`src/rtl/lsu_if.sv`:
```
// lsu_if: data-memory req/ack bus between the load/store unit (master) and memory (slave).
interface lsu_if #(parameter int XLEN = 32);
    logic            mem_req;
    logic            mem_we;
    logic [XLEN-1:0] mem_addr;
    logic [XLEN-1:0] mem_wdata;
    logic [3:0]      mem_wstrb;
    logic            mem_ack;
    logic [XLEN-1:0] mem_rdata;
    modport master(output mem_req, mem_we, mem_addr, mem_wdata, mem_wstrb, input mem_ack, mem_rdata);
    modport slave(input mem_req, mem_we, mem_addr, mem_wdata, mem_wstrb, output mem_ack, mem_rdata);
endinterface

```
`src/rtl/lsu.sv`:
```
// lsu: one data-memory transaction per request with lane steering, load extension
// and trap reporting for misaligned/illegal accesses.
module lsu #(parameter int XLEN = 32) (
    input  logic            i_clk,
    input  logic            i_rst_n,
    input  logic            i_valid,
    output logic            o_ready,
    input  logic            i_is_store,
    input  logic [2:0]      i_funct3,
    input  logic [XLEN-1:0] i_addr,
    input  logic [XLEN-1:0] i_store_data,
    input  logic [4:0]      i_rd,
    lsu_if.master           mem,
    output logic            o_done,
    output logic            o_wb_we,
    output logic [4:0]      o_wb_rd,
    output logic [XLEN-1:0] o_wb_data,
    output logic            o_exc,
    output logic [3:0]      o_exc_cause,
    output logic [XLEN-1:0] o_exc_addr
);
    typedef enum logic [1:0] {IDLE, REQ, DONE} state_t;
    state_t state_q, state_d;
    logic            req_q, req_d, we_q, we_d, done_q, done_d, wb_we_q, wb_we_d, exc_q, exc_d;
    logic [XLEN-1:0] addr_q, addr_d, wdata_q, wdata_d, wb_data_q, wb_data_d, exc_addr_q, exc_addr_d;
    logic [3:0]      wstrb_q, wstrb_d, cause_q, cause_d;
    logic [4:0]      rd_q, rd_d, wb_rd_q, wb_rd_d;
    logic [2:0]      f3_q, f3_d;
    logic [1:0]      off_q, off_d;
    logic            illegal, misal;
    logic [XLEN-1:0] st_data, ld_data;
    logic [3:0]      st_strb;
    logic [7:0]      ld_byte;
    logic [15:0]     ld_half;

    assign o_ready = state_q == IDLE;
    assign illegal = i_is_store ? i_funct3 > 3'd2 : (i_funct3 == 3'd3 || i_funct3 > 3'd5);
    assign misal   = (i_funct3[1:0] == 2'd1 && i_addr[0]) || (i_funct3[1:0] == 2'd2 && i_addr[1:0] != 2'd0);
    assign st_data = i_funct3[1] ? i_store_data : i_funct3[0] ? {2{i_store_data[15:0]}} : {4{i_store_data[7:0]}};
    assign st_strb = i_funct3[1] ? 4'hf : i_funct3[0] ? (i_addr[1] ? 4'hc : 4'h3) : 4'b0001 << i_addr[1:0];
    assign ld_byte = mem.mem_rdata[{off_q, 3'b000} +: 8];
    assign ld_half = off_q[1] ? mem.mem_rdata[31:16] : mem.mem_rdata[15:0];
    // funct3[2] selects the unsigned variants, so it suppresses the sign bit
    assign ld_data = f3_q[1] ? mem.mem_rdata
                   : f3_q[0] ? {{(XLEN-16){ld_half[15] & ~f3_q[2]}}, ld_half}
                   : {{(XLEN-8){ld_byte[7] & ~f3_q[2]}}, ld_byte};

    always_comb begin
        state_d    = state_q;
        req_d      = req_q;
        we_d       = we_q;
        addr_d     = addr_q;
        wdata_d    = wdata_q;
        wstrb_d    = wstrb_q;
        rd_d       = rd_q;
        f3_d       = f3_q;
        off_d      = off_q;
        wb_rd_d    = wb_rd_q;
        wb_data_d  = wb_data_q;
        exc_d      = exc_q;
        cause_d    = cause_q;
        exc_addr_d = exc_addr_q;
        done_d     = 1'b0;
        wb_we_d    = 1'b0;
        case (state_q)
            IDLE: if (i_valid) begin
                rd_d  = i_rd;
                f3_d  = i_funct3;
                off_d = i_addr[1:0];
                if (illegal || misal) begin
                    state_d    = DONE;
                    done_d     = 1'b1;
                    exc_d      = 1'b1;
                    cause_d    = illegal ? 4'd2 : i_is_store ? 4'd6 : 4'd4;
                    exc_addr_d = i_addr;
                    wb_rd_d    = i_rd;
                end else begin
                    state_d = REQ;
                    req_d   = 1'b1;
                    we_d    = i_is_store;
                    addr_d  = {i_addr[XLEN-1:2], 2'b00};
                    wdata_d = i_is_store ? st_data : '0;
                    wstrb_d = i_is_store ? st_strb : 4'h0;
                end
            end
            REQ: if (mem.mem_ack) begin
                state_d   = DONE;
                req_d     = 1'b0;
                done_d    = 1'b1;
                exc_d     = 1'b0;
                wb_we_d   = ~we_q;
                wb_rd_d   = rd_q;
                wb_data_d = we_q ? wb_data_q : ld_data;
            end
            default: state_d = IDLE;
        endcase
    end

    always_ff @(posedge i_clk or negedge i_rst_n) begin
        if (!i_rst_n) begin
            state_q    <= IDLE;
            req_q      <= 1'b0;
            we_q       <= 1'b0;
            addr_q     <= '0;
            wdata_q    <= '0;
            wstrb_q    <= '0;
            rd_q       <= '0;
            f3_q       <= '0;
            off_q      <= '0;
            wb_rd_q    <= '0;
            wb_data_q  <= '0;
            exc_q      <= 1'b0;
            cause_q    <= '0;
            exc_addr_q <= '0;
            done_q     <= 1'b0;
            wb_we_q    <= 1'b0;
        end else begin
            state_q    <= state_d;
            req_q      <= req_d;
            we_q       <= we_d;
            addr_q     <= addr_d;
            wdata_q    <= wdata_d;
            wstrb_q    <= wstrb_d;
            rd_q       <= rd_d;
            f3_q       <= f3_d;
            off_q      <= off_d;
            wb_rd_q    <= wb_rd_d;
            wb_data_q  <= wb_data_d;
            exc_q      <= exc_d;
            cause_q    <= cause_d;
            exc_addr_q <= exc_addr_d;
            done_q     <= done_d;
            wb_we_q    <= wb_we_d;
        end
    end

    assign mem.mem_req   = req_q;
    assign mem.mem_we    = we_q;
    assign mem.mem_addr  = addr_q;
    assign mem.mem_wdata = wdata_q;
    assign mem.mem_wstrb = wstrb_q;
    assign o_done        = done_q;
    assign o_wb_we       = wb_we_q;
    assign o_wb_rd       = wb_rd_q;
    assign o_wb_data     = wb_data_q;
    assign o_exc         = exc_q;
    assign o_exc_cause   = cause_q;
    assign o_exc_addr    = exc_addr_q;
endmodule

```
`src/flat_wrapper.sv`:
```
// flat-port wrapper written by rule: the top's interface ports become plain ports
module lsu_flat 
#(parameter int XLEN = 32)
  (i_clk, i_rst_n, i_valid, o_ready, i_is_store, i_funct3, i_addr, i_store_data, i_rd, o_done, o_wb_we, o_wb_rd, o_wb_data, o_exc, o_exc_cause, o_exc_addr, mem_mem_req, mem_mem_we, mem_mem_addr, mem_mem_wdata, mem_mem_wstrb, mem_mem_ack, mem_mem_rdata);
  lsu_if #(.XLEN(XLEN)) mem_i ();
  input  logic i_clk;
  input  logic i_rst_n;
  input  logic i_valid;
  output logic o_ready;
  input  logic i_is_store;
  input  logic [2:0] i_funct3;
  input  logic [XLEN-1:0] i_addr;
  input  logic [XLEN-1:0] i_store_data;
  input  logic [4:0] i_rd;
  output logic o_done;
  output logic o_wb_we;
  output logic [4:0] o_wb_rd;
  output logic [XLEN-1:0] o_wb_data;
  output logic o_exc;
  output logic [3:0] o_exc_cause;
  output logic [XLEN-1:0] o_exc_addr;
  output wire logic [$bits(mem_i.mem_req)-1:0] mem_mem_req;
  output wire logic [$bits(mem_i.mem_we)-1:0] mem_mem_we;
  output wire logic [$bits(mem_i.mem_addr)-1:0] mem_mem_addr;
  output wire logic [$bits(mem_i.mem_wdata)-1:0] mem_mem_wdata;
  output wire logic [$bits(mem_i.mem_wstrb)-1:0] mem_mem_wstrb;
  input wire logic [$bits(mem_i.mem_ack)-1:0] mem_mem_ack;
  input wire logic [$bits(mem_i.mem_rdata)-1:0] mem_mem_rdata;
  assign mem_mem_req = mem_i.mem_req;
  assign mem_mem_we = mem_i.mem_we;
  assign mem_mem_addr = mem_i.mem_addr;
  assign mem_mem_wdata = mem_i.mem_wdata;
  assign mem_mem_wstrb = mem_i.mem_wstrb;
  assign mem_i.mem_ack = mem_mem_ack;
  assign mem_i.mem_rdata = mem_mem_rdata;
  lsu #(.XLEN(XLEN)) u_core (.i_clk(i_clk), .i_rst_n(i_rst_n), .i_valid(i_valid), .o_ready(o_ready), .i_is_store(i_is_store), .i_funct3(i_funct3), .i_addr(i_addr), .i_store_data(i_store_data), .i_rd(i_rd), .mem(mem_i), .o_done(o_done), .o_wb_we(o_wb_we), .o_wb_rd(o_wb_rd), .o_wb_data(o_wb_data), .o_exc(o_exc), .o_exc_cause(o_exc_cause), .o_exc_addr(o_exc_addr));
endmodule
```
`config.mk`:
```
export PLATFORM = sky130hd
export DESIGN_NAME = lsu_flat
export DESIGN_NICKNAME = d
export VERILOG_FILES = /design/src/rtl/lsu_if.sv /design/src/rtl/lsu.sv /design/src/flat_wrapper.sv
export SDC_FILE = /design/constraint.sdc
export NUM_CORES = 1
export LEC_CHECK = 0
export ABC_CLOCK_PERIOD_IN_PS = 2100
export CORE_MARGIN = 2
export CORE_UTILIZATION = 44
export CTS_CLUSTER_SIZE = 20
export DETAILED_ROUTE_END_ITERATION = 12
export HOLD_SLACK_MARGIN = 0.15
export PLACE_DENSITY = 0.8
export SYNTH_ARGS = -nofsm -noshare
export SYNTH_HDL_FRONTEND = slang
export SYNTH_SLANG_ARGS = --single-unit
```
`constraint.sdc`:
```
create_clock -name i_clk -period 2.1 [get_ports i_clk]
set_input_delay 0.42 -clock i_clk [delete_from_list [all_inputs] [get_ports i_clk]]
set_output_delay 0.42 -clock i_clk [all_outputs]
set_load 0.005 [all_outputs]
```
Word-level counts from Yosys, hierarchy flattened
Cells that the tools add are included.
Widths: inputs -> output; s select.
{"block": "word_totals", "output_inout_bits": 147, "in_bits": 109, "word_cells": 82, "ff_bits": 156}
{"block": "op_classes", "n_eq_ne": 8, "n_shift": 2, "muxes": 34, "bitwise_logic": 5, "magnitude_cmp": 2, "reduce_logical": 15}
{"op": "$mux 32", "count": 5}
{"op": "$shiftx 32x6->8", "count": 1}
{"op": "$mux 4", "count": 5}
{"op": "$mux 16", "count": 1}
{"op": "$mux 5", "count": 3}
{"op": "$mux 1", "count": 11}
{"op": "$pmux 5 s2", "count": 1}
{"op": "$reduce_and 3->1", "count": 3}
{"op": "$mux 2", "count": 4}
{"op": "$reduce_and 4->1", "count": 2}
{"op": "$ne 2x2->1 const B", "count": 3}
{"op": "$pmux 1 s2", "count": 3}
{"op": "$eq 2x1->1 const B", "count": 2}
{"op": "$pmux 2 s2", "count": 1}
{"op": "$reduce_and 2->1", "count": 2}
{"op": "$reduce_bool 2->1", "count": 2}
{"op": "$shl 1x2->4 const A", "count": 1}
{"op": "$eq 3x2->1 const B", "count": 1}
{"op": "$gt 3x2->1 const B", "count": 1}
{"op": "$gt 3x3->1 const B", "count": 1}
{"op": "$logic_or 1x1->1", "count": 3}
{"op": "$not 1->1", "count": 3}
{"op": "$and 1x1->1", "count": 2}
{"op": "$eq 2x2->1 const B", "count": 1}
{"op": "other kinds (3)", "count": 4}

Logic depth before layout (Yosys ltp)
{"block": "depth", "depth_word": 7, "ltp_mapped": 7}

Worst setup path after synthesis
No wires, ideal clock.
{"block": "synth_timing", "kind": "input -> register", "start": "in i_funct3[0]", "end": "reg u_core.we_q (netlist: u_core.mem.mem_we)", "arrival_ps": 1633, "path_slack_ps": 331, "cell_stages": 7, "path_buffers": 3, "setup_time_ps": 136, "cell_sequence": "clkbuf_1 > nor4_1 > o21ai_1 > buf_2 > buf_2 > nand2_1 > o21ai_0"}
{"block": "synth_between", "elab_chain_cells": 6, "elab_cells_between_ends": 13}
{"element": "start: declaration", "line_no": "flat_wrapper.sv:11", "rtl": "input logic [2:0] i_funct3;"}
{"element": "$gt 3x3->1 (tied with other cells)", "line_no": "lsu.sv:37", "rtl": "assign illegal = i_is_store ? i_funct3 > 3'd2 : (i_funct3 == 3'd3 || i_funct3 > 3'd5);"}
{"element": "$logic_or 1x1->1 or $logic_and 1x1->1 (tied branches)", "line_no": "lsu.sv:37, lsu.sv:38"}
{"element": "$mux 1 or $logic_or 1x1->1 (tied branches)", "line_no": "lsu.sv:37, lsu.sv:38"}
{"element": "$logic_or 1x1->1 *", "line_no": "lsu.sv:70", "rtl": "if (illegal || misal) begin"}
{"element": "$not 1->1 (no line) *"}
{"element": "$reduce_and 3->1 (no line) *"}
{"element": "end signal: assignment", "line_no": "lsu.sv:120", "rtl": "we_q <= we_d;"}
{"element": "end: declaration", "line_no": "lsu.sv:24", "rtl": "logic req_q, req_d, we_q, we_d, done_q, done_d, wb_we_q, wb_we_d, exc_q, exc_d;"}
Mark *: on every way between the ends. The rest lies on a longest branch, timed or not.
A chain may end at the register's enable or synchronous reset.

Worst setup path after layout
{"block": "layout_timing", "start": "in i_funct3[0]", "end": "reg u_core.wb_rd_q[2] (netlist: u_core.o_wb_rd[2])"}
{"block": "layout_between", "elab_chain_cells": 6, "elab_cells_between_ends": 13}
{"element": "$gt 3x3->1 (tied with other cells)", "line_no": "lsu.sv:37"}
{"element": "$logic_or 1x1->1 or $logic_and 1x1->1 (tied branches)", "line_no": "lsu.sv:37, lsu.sv:38"}
{"element": "$mux 1 or $logic_or 1x1->1 (tied branches)", "line_no": "lsu.sv:37, lsu.sv:38"}
{"element": "$logic_or 1x1->1 *", "line_no": "lsu.sv:70"}
{"element": "$ne 2x1->1 (no line) *"}
{"element": "$reduce_and 4->1 (no line) *"}
{"element": "end signal: assignment", "line_no": "lsu.sv:127", "rtl": "wb_rd_q <= wb_rd_d;"}
{"element": "end: declaration", "line_no": "lsu.sv:27", "rtl": "logic [4:0] rd_q, rd_d, wb_rd_q, wb_rd_d;"}
Marked as above.

==> run summary <==
outcome: finished clean
DRC: 0
# rows: 45
Worst Path Required: 2.40 ns
first-pass GRT wire length: 31400 um
CTS root buf: clkbuf_16
routed length per instance: 18.7 um
maximum vdd drop: 0.000717 V
Startpoint Class: input port
Initial DRC Count: 375
Seq cells post-synth: 154
Die H: 128 um
largest net degree at the start of global routing: 58
later-pin clock latency in the skew report: 0.42 ns
kind of critical path: input port to flip-flop
Slew Viols, Final: 0
maximum fanout along the worst path: 13
H-tree Lvls: 4
Avg Inst Size Synth: 11.3 um2
Initial DRT Pass Iterations: 7
die width: 128 um
Fin. Hold Viols: 0
Syn Std Cell Area: 6760 um2
kind of end point of the critical path: flip-flop
number of flops mapped to enable cells by yosys: 0
Setup-failing EPs final: 0
clock-pin slew on the worst setup and hold paths: 0.06 ns
via/cell ratio: 5.29
setup TNS: 0 ns
vias: 5609
Leak: 0.00444 uW
max-cap check violation count: 0
design area: 10300 um2
Async S/R FF share, synth: 100%
final wirelength: 19800 um
Worst-Margin Slew: 0.875 ns
Remaining Overflow, GRT: 0
Core Area: 15100 um2
RSZ-0062 raised after global routing: false
number of diodes: 0
max_slew headroom: 41.5%
Synth Flop Type: dfrtp_1
PortBufs: 251
min Tclk post-route: 2.00 ns
Total GRT Usage: 24.8%
die area: 16400 um2
starting density of the core: 44.8%
Period Utilization, post-route: 95.1%
register area share after synthesis: 57.0%
area share of the largest cell type after synthesis: 57.0%
initial antenna violation count: 0
TritonCTS clock tree: built
PD cells: 1180 nW/um2
number of global-route vias before repair: 5892
DP HPWL: 14700 um
Post-DRT Antenna Nets: 0
Placed Area: 9700 um2
Num Clock Sinks: 154
layout cell share with drive strength beyond 1: 18.9%
fill count: 1143
Final GP Congestion: 0.980
post-CTS setup buffers: 0
top cells by area, synth: dfrtp_1 57%, mux2_2 13%, nand2_1 6.3%
synth warn: 0
Post-Synthesis Cells: 597
Final #Nets: 972
Worst Hold Class: flip-flop to flip-flop
# IOs: 256
CTS buffer count: 17
P&R area growth vs syn: 52.7%
Critical Path AT: 2.29 ns
final core occ: 68.3%
Distinct cells, synth: 34
Max Clock Freq: 0.501 GHz
Yosys top cell by area: dfrtp_1
Post-Route Skew: 0.00783 ns
clk buf depth: 2
what timing repair did:
item,in CTS,in global routing
resized for setup,1,0
endpoints found under the setup margin,5,0
endpoints found under the hold margin,52,0
hold buffers,1,0
per-stage QoR:
step           hold slack, ns  worst slack (ns)  power (uW)  instances
2_1_floorplan           0.124             0.331        6140        600
3_3_place_gp            0.411            -0.468        8910       1031
3_5_place_dp            0.421            -0.546        9060       1031
4_1_cts                 0.483             0.117       12300       1061
5_1_grt                 0.507            0.0166       12900       1061
6_report                0.474             0.102       12200       1061
placed cells by master, fill, tap and decap left out, types with 16 or more instances in the layout:
cell type        count
nand2b_1            17
o31ai_1             16
mux2_2              79
buf_4               30
clkdlybuf4s50_1    250
o21ai_0             45
nand3_1             32
mux2i_1             25
dfrtp_1            154
clkbuf_16           17
nand2_1            114
path summary, 6_finish.rpt:
check	start	to	slack, ns	cells after the start
max in group asynchronous	i_rst_n	u_core.mem.mem_req	0.88	3
min in group asynchronous	i_rst_n	u_core.mem.mem_addr[3]	0.54	2
max	i_funct3[0]	u_core.o_wb_rd[2]	0.10	8
min reg2reg	u_core.mem.mem_wdata[6]	u_core.mem.mem_wdata[6]	0.47	2
min	u_core.mem.mem_wdata[6]	u_core.mem.mem_wdata[6]	0.47	2
max reg2reg	u_core.off_q[1]	u_core.o_wb_data[20]	0.30	4
power by group:
group          switching [uW]  total (uW)  leakage [uW]  internal, uW
Combinational            1570        4390       0.00228          2810
Sequential                623        4640       0.00188          4020
Clock                    1200        3170      0.000291          1970
Total                    3400       12200       0.00444          8800
flip-flops by register name (all words and copies together) (netlist names), 3 cells and up:
| register | count |
|---|---|
| u_core.mem.mem_wstrb | 4 |
| u_core.rd_q | 5 |
| u_core.o_exc_addr | 32 |
| u_core.f3_q | 3 |
| u_core.mem.mem_addr | 30 |
| u_core.o_wb_rd | 5 |
| u_core.mem.mem_wdata | 32 |
| u_core.o_wb_data | 32 |
synthesized netlist by cell type (2+ instances only):
cell and number:
o31ai_1 16, nor3b_2 2, nor3_1 7, inv_1 2
clkbuf_1 22, nor2_1 10, clkinv_1 2, buf_1 2
dfrtp_1 154, a22oi_1 8, o221a_2 12, nand3_1 32
mux2_2 79, nand2_1 114, nor2b_1 2, buf_4 4
mux2i_1 25, buf_6 2, a31oi_1 8, a21oi_1 5
buf_2 16, o21ai_0 45, nand2b_1 17
worst max-delay path: stages:
cell             delay [ns]
clkdlybuf4s50_1        0.44
buf_4                  0.18
nor4_1                 0.29
buf_4                  0.19
nor3b_4                0.05
buf_12                 0.18
nand2b_1               0.23
o221a_2                0.30
final cells by class:
cell class	count	area, um2	area share (%)
Sequential cell	154	3850	37.4
Timing Repair Buffer	290	2910	28.2
Multi-Input combinational cell	396	2700	26.2
Clock buffer	17	425	4.12
Tap cell	188	235	2.28
Clock inverter	12	176	1.71
Inverter	4	15.0	0.146
kinds of logic (layout without fill, tap and decap cells):
| kind of cell | count (synthesis) | count (layout) | synth area share, % |
|---|---|---|---|
| multiplexers | 105 | 105 | 17.2 |
| buffers and inverters | 50 | 323 | 3.52 |
| flip-flops | 154 | 154 | 57.0 |
| AND/OR/NAND/NOR | 187 | 187 | 12.4 |
| other | 1 | 4 | 0.0555 |
| AO/OA/AOI/OAI | 100 | 100 | 9.82 |
per-layer routing:
layer / share of wire, % / wire, um / up-vias / track usage, %
met5: 0 / 0 / - / 0
met4: 2.7 / 542 / 0 / 9.44
met3: 8.2 / 1620 / 39 / 9.27
met2: 49 / 9760 / 238 / 40.5
met1: 40 / 7870 / 2707 / 30.0
li1: - / - / 2625 / -
Power figures use the tool's default switching activity.
